$ cat src/rtl/lsu_mem_initiator_if.sv
// Pipeline-request and memory-port bundle for lsu_mem_initiator.
// master: the initiator's view; slave: the pipeline + memory side.
interface lsu_mem_initiator_if #(
  parameter int ADDR_W = 6
);
  logic              req_valid;
  logic              req_ready;
  logic              req_store;
  logic [2:0]        req_funct3;
  logic [ADDR_W+1:0] req_addr;
  logic [31:0]       req_wdata;
  logic              resp_valid;
  logic [31:0]       resp_data;
  logic              resp_err;
  logic              mem_grant;
  logic [ADDR_W-1:0] mem_addr;
  logic              mem_read;
  logic [31:0]       mem_rdata;
  logic              mem_write;
  logic [31:0]       mem_wdata;

  modport master (
    input  req_valid, req_store, req_funct3, req_addr, req_wdata, mem_grant, mem_rdata,
    output req_ready, resp_valid, resp_data, resp_err, mem_addr, mem_read, mem_write, mem_wdata
  );

  modport slave (
    output req_valid, req_store, req_funct3, req_addr, req_wdata, mem_grant, mem_rdata,
    input  req_ready, resp_valid, resp_data, resp_err, mem_addr, mem_read, mem_write, mem_wdata
  );
endinterface

$ cat src/rtl/lsu_mem_initiator.sv
// Load/store initiator between the MEM stage and a single-port word memory.
// One byte-addressed access at a time; sub-word stores are read-modify-write,
// accesses crossing a word boundary are split into two word accesses.
// Build option MISALIGN_TRAP_EN: spanning or not naturally aligned accesses
// are answered with resp_err and no memory traffic; RD1/WR1 are not built.
module lsu_mem_initiator #(
  parameter int ADDR_W = 6
) (
  input logic                 clk,
  input logic                 rst,
  lsu_mem_initiator_if.master bus
);

`ifdef MISALIGN_TRAP_EN
  typedef enum logic [2:0] {IDLE, RD0, WR0, RESP} state_t;
`else
  typedef enum logic [2:0] {IDLE, RD0, RD1, WR0, WR1, RESP} state_t;
`endif

  state_t state_q, state_d;

  logic              st_q;
  logic [2:0]        f3_q;
  logic [ADDR_W+1:0] addr_q;
  logic [31:0]       wdata_q, w0_q, w1_q;
  logic [31:0]       resp_data_q;
  logic              resp_err_q;
  logic              accept;

  // byte-enable pattern for a 1/2/4 byte access at lane 0
  function automatic logic [3:0] size_mask(input logic [1:0] sz);
    case (sz)
      2'b00:   return 4'b0001;
      2'b01:   return 4'b0011;
      default: return 4'b1111;
    endcase
  endfunction

  // true when the highest touched byte lands in the next word
  function automatic logic spans(input logic [1:0] off, input logic [1:0] sz);
    logic [2:0] last;
    last = {1'b0, off} + ((sz == 2'b00) ? 3'd0 : (sz == 2'b01) ? 3'd1 : 3'd3);
    return last[2];
  endfunction

  function automatic logic illegal(input logic [2:0] f3, input logic st);
    return (f3 == 3'b011) || (f3[2:1] == 2'b11) || (f3[2] && st);
  endfunction

`ifdef MISALIGN_TRAP_EN
  function automatic logic misaligned(input logic [1:0] off, input logic [1:0] sz);
    return spans(off, sz) || ((sz == 2'b01) && off[0]) || (sz[1] && (off != 2'b00));
  endfunction
`endif

  // request decode at accept time
  logic bad_in, sw_aligned_in;
  assign bad_in = illegal(bus.req_funct3, bus.req_store)
`ifdef MISALIGN_TRAP_EN
                  || misaligned(bus.req_addr[1:0], bus.req_funct3[1:0])
`endif
                  ;
  assign sw_aligned_in = bus.req_store && (bus.req_funct3 == 3'b010) && (bus.req_addr[1:0] == 2'b00);

  // latched request geometry
  logic [1:0]        off_q;
  logic              span_q;
  logic [ADDR_W-1:0] word0, word1;
  assign off_q  = addr_q[1:0];
  assign span_q = spans(off_q, f3_q[1:0]);
  assign word0  = addr_q[ADDR_W+1:2];
  assign word1  = word0 + ADDR_W'(1);   // wraps past the top word

  // store merge: store bytes shifted to lane off, overlaid on the read pair
  logic [63:0] old_pair, new_pair, merged;
  logic [7:0]  lane_en;
  assign old_pair = {w1_q, w0_q};
  assign new_pair = {32'b0, wdata_q} << {off_q, 3'b000};
  assign lane_en  = {4'b0000, size_mask(f3_q[1:0])} << off_q;

  for (genvar l = 0; l < 8; l++) begin : g_lane
    assign merged[8*l +: 8] = lane_en[l] ? new_pair[8*l +: 8] : old_pair[8*l +: 8];
  end

  // load assembly uses the word arriving this cycle so data is ready on entry to RESP
  logic [31:0] w0_nxt, w1_nxt, rd_word, load_data;
  assign w0_nxt = (state_q == RD0) ? bus.mem_rdata : w0_q;
`ifdef MISALIGN_TRAP_EN
  assign w1_nxt = w1_q;
`else
  assign w1_nxt = (state_q == RD1) ? bus.mem_rdata : w1_q;
`endif
  assign rd_word = 32'({w1_nxt, w0_nxt} >> {off_q, 3'b000});

  // sign/zero extension by funct3
  always_comb begin
    load_data = rd_word;
    case (f3_q)
      3'b000:  load_data = {{24{rd_word[7]}}, rd_word[7:0]};
      3'b001:  load_data = {{16{rd_word[15]}}, rd_word[15:0]};
      3'b100:  load_data = {24'b0, rd_word[7:0]};
      3'b101:  load_data = {16'b0, rd_word[15:0]};
      default: load_data = rd_word;
    endcase
  end

  // state register
  always_ff @(posedge clk or posedge rst) begin
    if (rst) state_q <= IDLE;
    else     state_q <= state_d;
  end

  // next state and memory/handshake outputs; outputs depend only on state and latched fields
  always_comb begin
    state_d        = state_q;
    accept         = 1'b0;
    bus.req_ready  = 1'b0;
    bus.resp_valid = 1'b0;
    bus.mem_read   = 1'b0;
    bus.mem_write  = 1'b0;
    bus.mem_addr   = '0;
    bus.mem_wdata  = '0;
    case (state_q)
      IDLE: begin
        bus.req_ready = 1'b1;
        if (bus.req_valid) begin
          accept = 1'b1;
          if (bad_in)             state_d = RESP;
          else if (sw_aligned_in) state_d = WR0;
          else                    state_d = RD0;
        end
      end
      RD0: begin
        bus.mem_read = 1'b1;
        bus.mem_addr = word0;
        if (bus.mem_grant) begin
`ifndef MISALIGN_TRAP_EN
          if (span_q)     state_d = RD1;
          else
`endif
          if (!st_q)      state_d = RESP;
          else            state_d = WR0;
        end
      end
`ifndef MISALIGN_TRAP_EN
      RD1: begin
        bus.mem_read = 1'b1;
        bus.mem_addr = word1;
        if (bus.mem_grant) state_d = st_q ? WR0 : RESP;
      end
`endif
      WR0: begin
        bus.mem_write = 1'b1;
        bus.mem_addr  = word0;
        bus.mem_wdata = merged[31:0];
        if (bus.mem_grant) begin
`ifndef MISALIGN_TRAP_EN
          if (span_q) state_d = WR1;
          else
`endif
                      state_d = RESP;
        end
      end
`ifndef MISALIGN_TRAP_EN
      WR1: begin
        bus.mem_write = 1'b1;
        bus.mem_addr  = word1;
        bus.mem_wdata = merged[63:32];
        if (bus.mem_grant) state_d = RESP;
      end
`endif
      RESP: begin
        bus.resp_valid = 1'b1;
        state_d        = IDLE;
      end
      default: state_d = IDLE;
    endcase
  end

  // request latch and captured read words
  always_ff @(posedge clk or posedge rst) begin
    if (rst) begin
      st_q    <= 1'b0;
      f3_q    <= '0;
      addr_q  <= '0;
      wdata_q <= '0;
      w0_q    <= '0;
      w1_q    <= '0;
    end else begin
      if (accept) begin
        st_q    <= bus.req_store;
        f3_q    <= bus.req_funct3;
        addr_q  <= bus.req_addr;
        wdata_q <= bus.req_wdata;
      end
      if ((state_q == RD0) && bus.mem_grant) w0_q <= bus.mem_rdata;
`ifndef MISALIGN_TRAP_EN
      if ((state_q == RD1) && bus.mem_grant) w1_q <= bus.mem_rdata;
`endif
    end
  end

  // response data/err: err set at accept, data loaded on entry to RESP and held
  always_ff @(posedge clk or posedge rst) begin
    if (rst) begin
      resp_data_q <= '0;
      resp_err_q  <= 1'b0;
    end else begin
      if (accept) resp_err_q <= bad_in;
      if ((state_d == RESP) && (state_q != RESP))
        resp_data_q <= (accept || st_q) ? 32'b0 : load_data;
    end
  end

  assign bus.resp_data = resp_data_q;
  assign bus.resp_err  = resp_err_q;

endmodule

$ cat src/flat_wrapper.sv
// flat-port wrapper written by rule: the top's interface ports become plain ports
module lsu_mem_initiator_flat 
#(
  parameter int ADDR_W = 6
)
  (clk, rst, bus_req_valid, bus_req_store, bus_req_funct3, bus_req_addr, bus_req_wdata, bus_mem_grant, bus_mem_rdata, bus_req_ready, bus_resp_valid, bus_resp_data, bus_resp_err, bus_mem_addr, bus_mem_read, bus_mem_write, bus_mem_wdata);
  lsu_mem_initiator_if #(.ADDR_W(ADDR_W)) bus_i ();
  input logic clk;
  input logic rst;
  input wire logic [$bits(bus_i.req_valid)-1:0] bus_req_valid;
  input wire logic [$bits(bus_i.req_store)-1:0] bus_req_store;
  input wire logic [$bits(bus_i.req_funct3)-1:0] bus_req_funct3;
  input wire logic [$bits(bus_i.req_addr)-1:0] bus_req_addr;
  input wire logic [$bits(bus_i.req_wdata)-1:0] bus_req_wdata;
  input wire logic [$bits(bus_i.mem_grant)-1:0] bus_mem_grant;
  input wire logic [$bits(bus_i.mem_rdata)-1:0] bus_mem_rdata;
  output wire logic [$bits(bus_i.req_ready)-1:0] bus_req_ready;
  output wire logic [$bits(bus_i.resp_valid)-1:0] bus_resp_valid;
  output wire logic [$bits(bus_i.resp_data)-1:0] bus_resp_data;
  output wire logic [$bits(bus_i.resp_err)-1:0] bus_resp_err;
  output wire logic [$bits(bus_i.mem_addr)-1:0] bus_mem_addr;
  output wire logic [$bits(bus_i.mem_read)-1:0] bus_mem_read;
  output wire logic [$bits(bus_i.mem_write)-1:0] bus_mem_write;
  output wire logic [$bits(bus_i.mem_wdata)-1:0] bus_mem_wdata;
  assign bus_i.req_valid = bus_req_valid;
  assign bus_i.req_store = bus_req_store;
  assign bus_i.req_funct3 = bus_req_funct3;
  assign bus_i.req_addr = bus_req_addr;
  assign bus_i.req_wdata = bus_req_wdata;
  assign bus_i.mem_grant = bus_mem_grant;
  assign bus_i.mem_rdata = bus_mem_rdata;
  assign bus_req_ready = bus_i.req_ready;
  assign bus_resp_valid = bus_i.resp_valid;
  assign bus_resp_data = bus_i.resp_data;
  assign bus_resp_err = bus_i.resp_err;
  assign bus_mem_addr = bus_i.mem_addr;
  assign bus_mem_read = bus_i.mem_read;
  assign bus_mem_write = bus_i.mem_write;
  assign bus_mem_wdata = bus_i.mem_wdata;
  lsu_mem_initiator #(.ADDR_W(ADDR_W)) u_core (.clk(clk), .rst(rst), .bus(bus_i));
endmodule
$ cat config.mk
export PLATFORM = sky130hd
export DESIGN_NAME = lsu_mem_initiator_flat
export DESIGN_NICKNAME = d
export VERILOG_FILES = /design/src/rtl/lsu_mem_initiator_if.sv /design/src/rtl/lsu_mem_initiator.sv /design/src/flat_wrapper.sv
export SDC_FILE = /design/constraint.sdc
export NUM_CORES = 1
export LEC_CHECK = 0
export ABC_AREA = 1
export CAP_MARGIN = 20
export CORE_MARGIN = 2
export CORE_UTILIZATION = 35
export CTS_CLUSTER_DIAMETER = 60
export DETAILED_ROUTE_END_ITERATION = 16
export GPL_ROUTABILITY_DRIVEN = 0
export GPL_TIMING_DRIVEN = 1
export HOLD_SLACK_MARGIN = 0.02
export PLACE_DENSITY = 0.58
export SYNTH_ARGS = -nofsm -noshare
export SYNTH_HDL_FRONTEND = slang
export SYNTH_SLANG_ARGS = --single-unit
export TNS_END_PERCENT = 20
$ cat constraint.sdc
create_clock -name clk -period 13.8 [get_ports clk]
set_input_delay 2.76 -clock clk [delete_from_list [all_inputs] [get_ports clk]]
set_output_delay 2.76 -clock clk [all_outputs]
set_load 0.01 [all_outputs]
-- Word level (Yosys, flattened, before mapping)
Index checks and enable logic that the tools add are counted.
- register bits: 144
- bits of input ports: 80
- output and inout port bits: 75
- word-level logic and storage cells: 79
- add/sub/neg operators: 2
- eq/ne operators: 14
- shifts and indexed selects: 3
- mux-type cells: 34
- reductions and logical operators: 17
- operator list (cell ; number):
    32-bit case mux with 4 select lines ; 1
    32-bit two-way mux ; 3
    8-bit two-way mux ; 8
    32-bit case mux with 2 select lines ; 1
    32-bit by 5-bit left shift with 64-bit output ; 1
    64-bit by 5-bit >> shifter with 32-bit output ; 1
    3-bit two-way mux ; 9
    3-bit == test (second input constant) ; 5
    3-bit case mux with 5 select lines ; 1
    3-bit by 2-bit == test with 1-bit output (second input constant) ; 4
    6-bit case mux with 2 select lines ; 1
    4-bit case mux with 2 select lines ; 1
    2-bit OR reduction ; 4
    4-bit by 2-bit left shift with 8-bit output ; 1
    1-bit two-way mux ; 7
    6-bit by 1-bit adder with 6-bit output (second input constant) ; 1
    3-bit by 1-bit == test with 1-bit output (second input constant) ; 2
    1-bit logical AND ; 6
    3-bit logical NOT ; 2
    2-bit logical NOT ; 2
    2-bit two-way mux ; 2
    2-bit by 3-bit adder with 3-bit output ; 1
    1-bit logical OR ; 3
    3-bit != test (second input constant) ; 1
    2 further kinds ; 2

-- Longest topological paths before layout
- depth in word-level cells: 9
- gate-level depth with buffers: 16
- depth with buffers taken out: 14

-- Worst setup path after synthesis
No wires, ideal clock.
- kind: flip-flop to output port
- start: reg u_core.addr_q[1]
- end: out bus_mem_wdata[16]
- data arrival time: 1.620 ns
- data required time: 11.040 ns
- path slack: 9.420 ns
- stages on the path, launching flop included: 8
- buffers on the path: 2
- path through: dfrtp_1 > buf_2 > nand2_1 > inv_1 > buf_2 > nand2_1 > mux2i_1 > o21ai_0
- cells in the longest elaborated chain, start to end: 3
- elaborated cells on any way between the ends: 5
- classes of those cells: shift (2); mux (3)
- ends and longest elaborated chain (item ; line ; text):
    start: declaration ; lsu_mem_initiator.sv:24 ; logic [ADDR_W+1:0] addr_q;
    start signal: assignment ; lsu_mem_initiator.sv:193 ; addr_q <= bus.req_addr;
    32-bit by 5-bit left shift with 64-bit output or 4-bit by 2-bit left shift with 8-bit output (tied branches) ; lsu_mem_initiator.sv:78, lsu_mem_initiator.sv:79 ;
    8-bit two-way mux ; lsu_mem_initiator.sv:82 ; assign merged[8*l +: 8] = lane_en[l] ? new_pair[8*l +: 8] : old_pair[8*l +: 8];
    32-bit case mux with 2 select lines (*) ; lsu_mem_initiator.sv:123 ; case (state_q)
    end: declaration ; flat_wrapper.sv:24 ; output wire logic [$bits(bus_i.mem_wdata)-1:0] bus_mem_wdata;
Mark *: on every way between the ends. The rest lies on a longest branch, timed or not.

-- Worst setup path in the final report
- start: reg u_core.addr_q[1]
- end: out bus_mem_wdata[22]
The elaborated chain is that of the path after synthesis.

==> impl_metrics.csv <==
group,metric,value,unit
die,rows,57,
clock_tree,cts_tree,"built",
clock_tree,cts_max_path_buffers,2,
sta,final.setup_skew,9.912,ps
synth,synth_cell_types,33,
placement,placed_cell_area,0.01049,sq mm
placement,port_buffers,154,
synth,synth_top_area_cell,"dfrtp_1",
routing,routed-via-count,9544,
clock_tree,postCtsSetupBuffers,0,
synth,postSynthCellCount,1295,
grt,gr-total-overflow,0,
sta,rsz0062_at_grt,"no",
sta,drv_slew,0,
grt,grt_usage,0.2669,
power,power_density,255.5,mW/mm^2
routing,drc,0,
synth,synth_ff_type,"dfrtp_1",
sta,tns,0,ps
sta,final-hold-violation-count,0,
clock_tree,clock_sinks,144,
sta,finalSetupViolCount,0,
worst_setup_path,cp.required,11040,ps
cells_and_area,final-instance-count-excl-fill,1739,
clock_tree,cts_hold_buf,0,
sta,fin_crit,6625,ps
clock_tree,htreeDepth,4,
routing,drt_wl_total,34.64,mm
clock_tree,cts-buffers-inserted,17,
routing,wire_per_inst,19.92,um
clock_tree,clk_latency,440,ps
synth,synth-async-reset-ratio,1.000,
worst_setup_path,regToRegSetupSlack,10170,ps
worst_setup_path,cp.arrival,3870,ps
sta,fmax,0.1509,GHz
die,ios,155,
cells_and_area,nets,1486,
placement,dp.cells,1706,
grt,grt_pass1_vias,9059,
grt,antenna_found_initial,0,
cells_and_area,area_growth,26.67,%
worst_hold_path,min_path_type,"reg -> reg",
sta,fin_crit_sh,0.4801,
die,die_x,162.3,um
die,core_area,0.02446,sq mm
sta,worstMarginPinSlew,988.5,ps
synth,synth-edff-count,0,
clock_tree,root_buffer,"clkbuf_16",
routing,drt_iter0_markers,1303,
worst_setup_path,crit_top_cell,"inv_2",
worst_setup_path,critPathLaunchType,"register",
sta,slew_headroom,0.3403,
power,ir_worst_vdd,121.1,uV
worst_setup_path,cp-end-kind,"output pin",
synth,yosys_warnings,0,
synth,ys_seq_area_frac,0.4108,
clock_tree,cts_resized,0,
worst_setup_path,crit_path_top_delay_cell,"nor2_2",
routing,dr.pass1.iters,7,
cells_and_area,fin_area,0.01111,sq mm
routing,drtAntennaViolNets,0,
synth,syn_area_per_cell,6.774,sq um
worst_setup_path,critical_path.max_fanout,54,
routing,avgViaCountPerCell,5.488,
placement,dpl.hpwl,25.61,mm
power,p_leak,5.371,nW
grt,grt_pass1_wl,53.40,mm
cells_and_area,drive_above_1_share,0.05018,
cells_and_area,fillers,2572,
die,die_y,162.3,um
cells_and_area,insertedDiodeCount,0,
worst_setup_path,path_cells,"buf_4 -> inv_2 -> nor2_2 -> inv_2 -> nand2_1 -> inv_1 -> a21oi_1 -> o21ai_0 -> o21ai_1 -> clkdlybuf4s50_1",
worst_setup_path,cp_slowest_stage_delay,750,ps
flow_run,cap_violations,0,
grt,grt_max_degree,75,
die,dieArea,0.02635,sq mm
synth,syn_area,0.008772,sq mm
synth,synth_nets,1377,
worst_setup_path,setup.worst_path.class,"reg -> out",
synth,synth_area_leaders,"dfrtp_1 41%, nand2_1 19%, o21ai_0 11%",
synth,ys_seq_elements,144,
die,start_util,0.3586,
run_status,outcome,"completed",
synth,synthDominantCellAreaShare,0.4108,
clock_tree,clkTransAtPathRegs,60,ps
-- state kept, by name, summed over array words and instances, names as in the netlist --
name,flops
u_core.bus.resp_data,32
u_core.w1_q,32
u_core.f3_q,3
u_core.bus.resp_err,1
u_core.addr_q,8
u_core.wdata_q,32
u_core.w0_q,32
u_core.state_q,3
u_core.st_q,1
-- critical path, delay by kind of cell, from the launching register on --
kind                   cells  cell delay, ps
AO/OA/AOI/OAI              3             380
buffers and inverters      5            1790
flip-flops                 1             320
AND/OR/NAND/NOR            2             920
-- layout make-up --
type                            count  area (sq um)  share of cell area
Multi-Input combinational cell    960          4410              0.3969
Sequential cell                   144          3603              0.3243
Timing Repair Buffer              167          1679              0.1511
Clock buffer                       22         474.2             0.04268
Inverter                          114         432.9             0.03896
Tap cell                          324         405.4             0.03648
Clock inverter                      8         106.4            0.009571
-- per-layer routing --
| layer | wire (um) | vias up | GRT usage |
|---|---|---|---|
| li1 | - | 4454 | - |
| met1 | 14940 | 4498 | 0.3721 |
| met2 | 15280 | 514 | 0.4103 |
| met3 | 3354 | 78 | 0.06078 |
| met4 | 1063 | 0 | 0.08890 |
| met5 | 0 | - | 0 |
-- worst paths after layout --
kind	from	end	cells past startpoint
setup / recovery	u_core.addr_q[1]$_DFFE_PP0P_	bus_mem_wdata[22]	10
hold / removal	u_core.bus.resp_data[13]$_DFFE_PP0P_	u_core.bus.resp_data[13]$_DFFE_PP0P_	2
setup reg to reg	u_core.state_q[1]$_DFF_PP0_	u_core.bus.resp_data[14]$_DFFE_PP0P_	13
hold reg to reg	u_core.bus.resp_data[13]$_DFFE_PP0P_	u_core.bus.resp_data[13]$_DFFE_PP0P_	2
max in group asynchronous	rst	u_core.bus.resp_data[5]$_DFFE_PP0P_	4
min in group asynchronous	rst	u_core.wdata_q[19]$_DFFE_PP0P_	2
-- cell families after synthesis --
logic type                 Yosys count  synth area share
buffers and inverters              191           0.08700
muxes                               12           0.01369
and+or+nand+nor                    659            0.3139
adders and majority gates            2          0.002852
DFF                                144            0.4108
AOI/OAI and AO/OA                  287            0.1717
-- cell usage after synthesis (4+ instances only) --
library cell	count
a22o_1	4
o22ai_1	25
dfrtp_1	144
o21ai_0	185
o21ai_1	9
nor2_1	50
nand3_1	130
clkbuf_1	40
inv_1	101
inv_2	12
mux2i_1	12
nand2_1	453
buf_2	25
a21oi_1	55
nand4_1	8
buf_1	9
nor2_2	5
-- stage by stage --
step | setup slack [ps] | power (W) | hold WS (ps) | utilization
2_1_floorplan | 7174 | 0.001706 | 453.0 | -
3_3_place_gp | 7618 | 0.002300 | 463.6 | 0.4277
3_5_place_dp | 7495 | 0.002315 | 465.5 | 0.4288
4_1_cts | 7034 | 0.002791 | 482.3 | 0.4525
5_1_grt | 6940 | 0.003027 | 503.8 | 0.4542
6_report | 7175 | 0.002840 | 476.8 | 0.4542
-- power by group --
| part | switching (W) | internal, W | leakage (nW) | total, W |
|---|---|---|---|---|
| Clock | 0.000189 | 0.000279 | 0.279 | 0.000469 |
| Sequential | 0.000166 | 0.000605 | 1.83 | 0.000771 |
| Combinational | 0.00107 | 0.000531 | 3.26 | 0.00160 |
-- cells in the final DEF, fill, tap and decap left out, types with 3 or more instances in the layout --
cell type / Yosys / layout
nand2_2: 3 / 3
nor2_4: 3 / 4
mux2i_1: 12 / 12
nor2_1: 50 / 50
nand2_1: 453 / 453
inv_2: 12 / 12
clkdlybuf4s50_1: 0 / 154
clkbuf_16: 0 / 17
dfrtp_1: 144 / 144
inv_1: 101 / 100
o22ai_1: 25 / 25
nor2_2: 5 / 4
nand4_1: 8 / 8
nand3_1: 130 / 130
clkbuf_8: 0 / 3
a22o_1: 4 / 4
a21oi_1: 55 / 55
o211ai_1: 3 / 3
buf_4: 2 / 11
o21ai_0: 185 / 185
o21ai_1: 9 / 9
Power figures use the tool's default switching activity.
